--- src/rtl/if_id_buffer.sv ---
// IF/ID pipeline buffer: pairs 1-cycle-latency fetch responses with their tags,
// feeds the decode slot and absorbs one response in a skid entry while stalled.
module if_id_buffer #(
    parameter logic [31:0] NOP_INSTR = 32'h0000_0000
) (
    input  logic        clk,
    input  logic        rst,
    input  logic        fetch_req,
    input  logic [31:0] fetch_pc_plus_4,
    input  logic        fetch_interrupt,
    input  logic [31:0] mem_rdata,
    input  logic        stall,
    input  logic        flush,
    output logic [31:0] id_instr,
    output logic [31:0] id_pc_plus_4,
    output logic        id_interrupt,
    output logic        id_valid,
    output logic        skid_full,
    output logic        overflow,
    output logic [15:0] stall_count
);

    typedef enum logic {EMPTY = 1'b0, FULL = 1'b1} state_t;

    state_t      state_q, state_d;
    logic        tag_valid_q, tag_valid_d;
    logic [31:0] tag_pc4_q, tag_pc4_d;
    logic        tag_int_q, tag_int_d;
    logic [31:0] skid_instr_q, skid_instr_d;
    logic [31:0] skid_pc4_q, skid_pc4_d;
    logic        skid_int_q, skid_int_d;
    logic [31:0] id_instr_q, id_instr_d;
    logic [31:0] id_pc4_q, id_pc4_d;
    logic        id_int_q, id_int_d;
    logic        id_valid_q, id_valid_d;
    logic        overflow_q, overflow_d;
    logic [15:0] stall_cnt_q, stall_cnt_d;

    always_comb begin
        state_d      = state_q;
        tag_valid_d  = fetch_req & ~flush;
        tag_pc4_d    = fetch_pc_plus_4;
        tag_int_d    = fetch_interrupt;
        skid_instr_d = skid_instr_q;
        skid_pc4_d   = skid_pc4_q;
        skid_int_d   = skid_int_q;
        id_instr_d   = id_instr_q;
        id_pc4_d     = id_pc4_q;
        id_int_d     = id_int_q;
        id_valid_d   = id_valid_q;
        overflow_d   = overflow_q;
        stall_cnt_d  = stall_cnt_q;

        if (stall && !flush && stall_cnt_q != 16'hFFFF)
            stall_cnt_d = stall_cnt_q + 16'd1;

        if (flush) begin
            state_d    = EMPTY;
            id_valid_d = 1'b0;
            id_instr_d = NOP_INSTR;
            id_pc4_d   = 32'h0;
            id_int_d   = 1'b0;
        end else begin
            unique case (state_q)
                EMPTY: begin
                    if (!stall) begin
                        id_valid_d = tag_valid_q;
                        id_instr_d = tag_valid_q ? mem_rdata : NOP_INSTR;
                        id_pc4_d   = tag_valid_q ? tag_pc4_q : 32'h0;
                        id_int_d   = tag_valid_q & tag_int_q;
                    end else if (tag_valid_q) begin
                        skid_instr_d = mem_rdata;
                        skid_pc4_d   = tag_pc4_q;
                        skid_int_d   = tag_int_q;
                        state_d      = FULL;
                    end
                end
                FULL: begin
                    if (!stall) begin
                        // skid is older than any response arriving now
                        id_valid_d = 1'b1;
                        id_instr_d = skid_instr_q;
                        id_pc4_d   = skid_pc4_q;
                        id_int_d   = skid_int_q;
                        if (tag_valid_q) begin
                            skid_instr_d = mem_rdata;
                            skid_pc4_d   = tag_pc4_q;
                            skid_int_d   = tag_int_q;
                        end else begin
                            state_d = EMPTY;
                        end
                    end else if (tag_valid_q) begin
                        overflow_d = 1'b1;
                    end
                end
                default: state_d = EMPTY;
            endcase
        end
    end

    always_ff @(posedge clk) begin
        if (rst) begin
            state_q      <= EMPTY;
            tag_valid_q  <= 1'b0;
            tag_pc4_q    <= 32'h0;
            tag_int_q    <= 1'b0;
            skid_instr_q <= NOP_INSTR;
            skid_pc4_q   <= 32'h0;
            skid_int_q   <= 1'b0;
            id_instr_q   <= NOP_INSTR;
            id_pc4_q     <= 32'h0;
            id_int_q     <= 1'b0;
            id_valid_q   <= 1'b0;
            overflow_q   <= 1'b0;
            stall_cnt_q  <= 16'h0;
        end else begin
            state_q      <= state_d;
            tag_valid_q  <= tag_valid_d;
            tag_pc4_q    <= tag_pc4_d;
            tag_int_q    <= tag_int_d;
            skid_instr_q <= skid_instr_d;
            skid_pc4_q   <= skid_pc4_d;
            skid_int_q   <= skid_int_d;
            id_instr_q   <= id_instr_d;
            id_pc4_q     <= id_pc4_d;
            id_int_q     <= id_int_d;
            id_valid_q   <= id_valid_d;
            overflow_q   <= overflow_d;
            stall_cnt_q  <= stall_cnt_d;
        end
    end

    assign id_instr     = id_instr_q;
    assign id_pc_plus_4 = id_pc4_q;
    assign id_interrupt = id_int_q;
    assign id_valid     = id_valid_q;
    assign skid_full    = (state_q == FULL);
    assign overflow     = overflow_q;
    assign stall_count  = stall_cnt_q;

endmodule

--- config.mk ---
export PLATFORM = sky130hd
export DESIGN_NAME = if_id_buffer
export DESIGN_NICKNAME = d
export VERILOG_FILES = /design/src/rtl/if_id_buffer.sv
export SDC_FILE = /design/constraint.sdc
export NUM_CORES = 1
export LEC_CHECK = 0
export CORE_UTILIZATION = 54
export DETAILED_ROUTE_END_ITERATION = 8
export PLACE_DENSITY_LB_ADDON = 0.3
export SKIP_CTS_REPAIR_TIMING = 1
export SYNTH_ARGS = -nofsm -noshare
export SYNTH_HDL_FRONTEND = slang
export SYNTH_SLANG_ARGS = --single-unit
--- constraint.sdc ---
create_clock -name clk -period 3.65 [get_ports clk]
set_clock_uncertainty 0.05 [all_clocks]
set_input_delay 0.365 -clock clk [delete_from_list [all_inputs] [get_ports clk]]
set_output_delay 0.365 -clock clk [all_outputs]
set_load 0.05 [all_outputs]
==> impl_metrics.env, run 1 <==
export IMPL_min_period_ns=2.17
export IMPL_synth_ff_type="dfxtp_1"
export IMPL_synth_common_cells="dfxtp_1, a21oi_1, nand2_1"
export IMPL_peakVddDrop_mv=0.304
export IMPL_critPathMaxStageDelay_ns=0.86
export IMPL_hpwl_mm=9.84
export IMPL_io_pins=154
export IMPL_place_congestion=0.801
export IMPL_synth_top_cell_area_share=0.521
export IMPL_synthArstFlopShare=0
export IMPL_cts_sinks=183
export IMPL_fin_setup_tns_ns=0
export IMPL_syn_to_final_growth_pct=31.2
export IMPL_maxSlewViolCount=0
export IMPL_start_kind="register"
export IMPL_synth_warnings=0
export IMPL_seq_area_frac_synth=0.521
export IMPL_max_slew_margin_rel=0.328
export IMPL_hp_start="rst"
export IMPL_wl_per_cell_um=14.6
export IMPL_worstSetupStartpoint="stall_count[8]"
export IMPL_power_frac_seq=0.481
export IMPL_post_route_period_util=0.595
export IMPL_rsz0062_at_grt="false"
export IMPL_critPathTopFamily="buffers and inverters"
export IMPL_io_buffers=153
export IMPL_drive_above_1_share=0.0551
export IMPL_dieArea_mm2=0.0135
export IMPL_syn_inst=841
export IMPL_netlist_cell_type_count=36
export IMPL_pwr_share_comb=0.092
export IMPL_power_density_mw_per_mm2=468
export IMPL_r2r_start="stall_count[7]"
export IMPL_path_cells="clkdlybuf4s50_1"
export IMPL_grt_pass1_vias=5641
export IMPL_synth_seq_cells=183
export IMPL_viasPerCell=5.49
export IMPL_path_class="reg2out"
export IMPL_cts_max_level=4
export IMPL_hold_class="in2reg"
export IMPL_required_ns=3.23
export IMPL_switching_share=0.229
export IMPL_drt_iter0_drc=530
export IMPL_cap_violations=0
export IMPL_nNetsFinal=1024
export IMPL_grt_start_max_net_pins=99
export IMPL_grt_antenna_before_repair=0
export IMPL_clk_pin_slew_ns=0.06
export IMPL_start_util=0.555
export IMPL_synth_edf_count=0
export IMPL_clk_latency_ns=0.43
export IMPL_synth_most_common_cell="dfxtp_1"
export IMPL_cts_buffers=17
export IMPL_crit_slowest_cell="clkdlybuf4s50_1"
export IMPL_die_w_um=116
export IMPL_clockPowerShare=0.426
export IMPL_root_buffer="clkbuf_16"
export IMPL_core_mm2=0.0127
export IMPL_num_vias=6228
export IMPL_cp_max_fo=8
export IMPL_drc=0
export IMPL_routed_wl_mm=16.6
export IMPL_final_area_mm2=0.00923
export IMPL_crit_path_end_kind="output pin"
export IMPL_postSynthAreaPerCell_um2=8.37
export IMPL_clock_path_buffers=2
export IMPL_ant_nets=0
export IMPL_synth_top_cell_by_area="dfxtp_1"
export IMPL_fp_row_count=41
export IMPL_hold_viol=0
export IMPL_cts_tree="yes"
export IMPL_gr_usage_all_layers=0.256
export IMPL_grt_overflow_total=0
export IMPL_status="completed"
export IMPL_syn_area_mm2=0.00704
export IMPL_die_height_um=116
export IMPL_critPathBufInv=1
export IMPL_final_setup_viol_count=0
export IMPL_n_antenna_cell=0
export IMPL_synthTopCellsByArea="dfxtp_1, a21oi_1, nand2_1, a211oi_1, and3_1"
export IMPL_max_freq_mhz=461
export IMPL_drt_pass1_iterations=4
export IMPL_switching_power_w=0.000989
export IMPL_p_leak_nw=3.41
export IMPL_syn_num_nets=914
export IMPL_intPower_w=0.00333
export IMPL_cp_arrival_ns=1.76
export IMPL_tightest_slew_ns=1.01
export IMPL_grt_pass1_wl_mm=27.0
export IMPL_placed_area_mm2=0.00864
-- flip-flops by register name, indices dropped and copies added (netlist names) --
| name | cells |
|---|---|
| skid_full | 1 |
| id_valid | 1 |
| skid_pc4_q | 32 |
| id_pc_plus_4 | 32 |
| tag_pc4_q | 32 |
| tag_int_q | 1 |
| skid_int_q | 1 |
| overflow | 1 |
| id_instr | 32 |
| skid_instr_q | 32 |
| stall_count | 16 |
| id_interrupt | 1 |
| tag_valid_q | 1 |
-- cell type report --
cell class | instances | area, um^2
flip-flops and latches | 183 | 3670
fillers | 1011 | 3440
multi-input cells | 580 | 3090
repair buffers | 164 | 1650
clock buffers | 20 | 467
well taps | 172 | 215
clock inverters | 10 | 128
inverters | 5 | 18.8
-- routing by layer --
layer	share of wire	global-route usage
met1	0.43	0.319
met2	0.49	0.440
met3	0.065	0.0545
met4	0.012	0.0872
met5	0	0
-- power by group through the flow --
stage                     clock network (W)  registers, W  logic (W)
after floorplan                           0       0.00221   0.000141
after global placement                    0       0.00212   0.000393
after detailed placement                  0       0.00212   0.000397
after CTS                           0.00187       0.00208   0.000400
after global routing                0.00196       0.00208   0.000428
final                               0.00184       0.00208   0.000398
-- per-stage QoR --
| stage | hold slack [ns] | worst slack, ns | util | total power (W) | cells |
|---|---|---|---|---|---|
| after floorplan | 0.377 | 1.19 | - | 0.00235 | 841 |
| after global placement | 0.381 | 1.25 | 0.682 | 0.00252 | 1104 |
| after detailed placement | 0.389 | 1.15 | 0.682 | 0.00252 | 1104 |
| after CTS | 0.197 | 1.47 | 0.729 | 0.00434 | 1134 |
| after global routing | 0.218 | 1.39 | 0.729 | 0.00447 | 1134 |
| final | 0.220 | 1.48 | 0.729 | 0.00432 | 1134 |
-- final timing paths --
path | endpoint | slack, ns | depth (start not counted)
setup / recovery | stall_count[8] | 1.48 | 1
hold / removal | stall_count[15] | 0.22 | 2
setup reg to reg | stall_count[5] | 1.58 | 4
hold reg to reg | skid_pc4_q[0] | 0.39 | 2
-- kinds of logic (layout without fill, tap and decap cells) --
| kind of cell | after synthesis | after routing | synth area share |
|---|---|---|---|
| simple gates | 348 | 348 | 0.239 |
| compound gates | 226 | 226 | 0.188 |
| flops | 183 | 183 | 0.521 |
| buf+inv | 78 | 199 | 0.0421 |
| fa+ha+maj | 3 | 3 | 0.00534 |
| mux | 3 | 3 | 0.00462 |
-- layout by cell type, fill, tap and decap left out, types with 2 or more instances in the layout --
cell type,n
a211oi_1,65
a21oi_1,143
and3_1,67
buf_12,3
buf_4,9
bufinv_16,3
clkbuf_16,17
clkbuf_8,3
clkdlybuf4s50_1,152
clkinv_2,6
dfxtp_1,181
dfxtp_2,2
ha_1,3
inv_1,4
mux2_2,2
nand2_1,136
nand3_1,3
nand3b_1,3
nand4_1,8
nor2_1,70
nor2b_1,36
nor3_1,5
nor4_1,2
o21ai_0,8
o31ai_1,6
or3_1,2
or4_1,6
No activity file was read; power rests on OpenSTA's default activity.
==> inputs of run 2 (changes only) <==
CORE_UTILIZATION = 50   (was 54)
clock period = 2 ns   (was 3.65 ns; I/O delays follow)
==> run 2 against run 1 <==
Largest cell class unchanged. Via count is 0.29% higher. Worst setup slack worse by 1.4 ns. Largest power group unchanged. Critical path type unchanged. First-iteration DRC count is 0.57% lower. Sequential share of layout area is 0.93 points lower. Clock power is 93% higher.
==> impl_metrics.env, run 2 (synthesis gave the netlist of run 1 again) <==
export IMPL_peakVddDrop_mv=0.520
export IMPL_status="completed"
export IMPL_grt_start_max_net_pins=118
export IMPL_crit_slowest_cell="clkdlybuf4s50_1"
export IMPL_path_cells="clkdlybuf4s50_1"
export IMPL_r2r_start="stall_count[0]"
export IMPL_setup_ws_ns=0.0595
export IMPL_path_class="reg2out"
export IMPL_hpwl_mm=10.2
export IMPL_nNetsFinal=1042
export IMPL_whs_path_depth=3
export IMPL_r2r_cells=5
export IMPL_hold_viol=0
export IMPL_wl_per_cell_um=14.7
export IMPL_clock_path_buffers=2
export IMPL_max_slew_margin_rel=0.633
export IMPL_dieArea_mm2=0.0145
export IMPL_final_common_cell="dfxtp_1"
export IMPL_clk_pin_slew_ns=0.06
export IMPL_maxSlewViolCount=0
export IMPL_required_ns=1.75
export IMPL_viasPerCell=5.39
export IMPL_critPathMaxStageDelay_ns=0.84
export IMPL_p_leak_nw=3.57
export IMPL_num_vias=6246
export IMPL_max_freq_mhz=515
export IMPL_final_setup_viol_count=0
export IMPL_cp_arrival_ns=1.69
export IMPL_path_depth=1
export IMPL_gr_usage_all_layers=0.245
export IMPL_grt_antenna_before_repair=0
export IMPL_cap_violations=0
export IMPL_cts_tree="yes"
export IMPL_ant_nets=0
export IMPL_grt_pass1_wl_mm=28.1
export IMPL_io_pins=154
export IMPL_die_height_um=121
export IMPL_start_kind="register"
export IMPL_total_power_w=0.00810
export IMPL_drive_above_1_share=0.0784
export IMPL_hp_start="rst"
export IMPL_ff2ff_setup_slack_ns=0.16
export IMPL_r2r_end="stall_count[14]"
export IMPL_n_antenna_cell=0
export IMPL_routed_wl_mm=17.1
export IMPL_crit_path_end_kind="output pin"
export IMPL_grt_overflow_total=0
export IMPL_final_area_mm2=0.00948
export IMPL_worstSetupStartpoint="stall_count[10]"
export IMPL_crit_end="stall_count[10]"
export IMPL_min_period_ns=1.94
export IMPL_core_mm2=0.0135
export IMPL_post_place_ws_ns=-0.0915
export IMPL_tightest_slew_ns=0.549
export IMPL_clk_latency_ns=0.43
export IMPL_root_buffer="clkbuf_16"
export IMPL_power_density_mw_per_mm2=854
export IMPL_die_w_um=121
export IMPL_critPathTopFamily="buffers and inverters"
export IMPL_cts_max_level=4
export IMPL_final_cell_mix="dfxtp_1, clkdlybuf4s50_1, a21oi_1"
export IMPL_cts_buffers=17
export IMPL_drc=0
export IMPL_critPathBufInv=1
export IMPL_fp_row_count=42
export IMPL_placed_area_mm2=0.00884
export IMPL_drt_pass1_iterations=4
export IMPL_start_util=0.521
export IMPL_hold_class="in2reg"
export IMPL_rsz0062_at_grt="false"
export IMPL_cts_sinks=183
export IMPL_place_congestion=0.796
export IMPL_syn_to_final_growth_pct=34.8
export IMPL_drt_iter0_drc=527
export IMPL_io_buffers=153
export IMPL_grt_pass1_vias=5855
export IMPL_post_route_period_util=0.970
export IMPL_final_util=0.702
export IMPL_cp_max_fo=6
==> run 2: cell types whose count changed in the layout (fill, tap and decap cells not counted), moves of 3 or more <==
cell	delta
buf_4	+15
dfxtp_1	-6
dfxtp_2	+5
buf_12	+4
clkinv_2	-4
clkbuf_1	+3
clkdlybuf4s50_1	-3
==> run 2: how the worst min path moves through the flow <==
stage | end | slack [ns]
floorplan | tag_int_q | 0.28
global placement | skid_pc4_q[27] | 0.38
detailed placement | skid_pc4_q[1] | 0.39
CTS | tag_valid_q | 0.1
global route | tag_valid_q | 0.09
finish | tag_valid_q | 0.10
==> run 2: power by group <==
group / switching (W) / internal [W]
Sequential: 0.0000506 / 0.00374
Clock: 0.00135 / 0.00221
Combinational: 0.000431 / 0.000313
==> run 2: area by class of cell <==
type                    instances  area (um^2)
flip-flops and latches        183         3680
repair buffers                182         1840
clock buffers                  26          531
fillers                      1082         4020
well taps                     176          220
clock inverters                 6          109
inverters                       5         18.8
multi-input cells             580         3090
==> run 2: per-stage QoR <==
stage | instances | TNS [ns] | hold slack (ns)
global placement | 1126 | -0.606 | 0.381
finish | 1158 | 0 | 0.101
floorplan | 841 | 0 | 0.278
global route | 1158 | 0 | 0.0941
detailed placement | 1126 | -4.56 | 0.389
CTS | 1158 | -0.00208 | 0.0969
==> run 2: layer usage <==
layer / global-route usage / routed length [um] / up-vias
met5: 0 / 0 / -
met4: 0.0988 / 244 / 0
met3: 0.0505 / 748 / 18
met2: 0.422 / 8600 / 166
met1: 0.297 / 7480 / 2887
li1: - / - / 3175
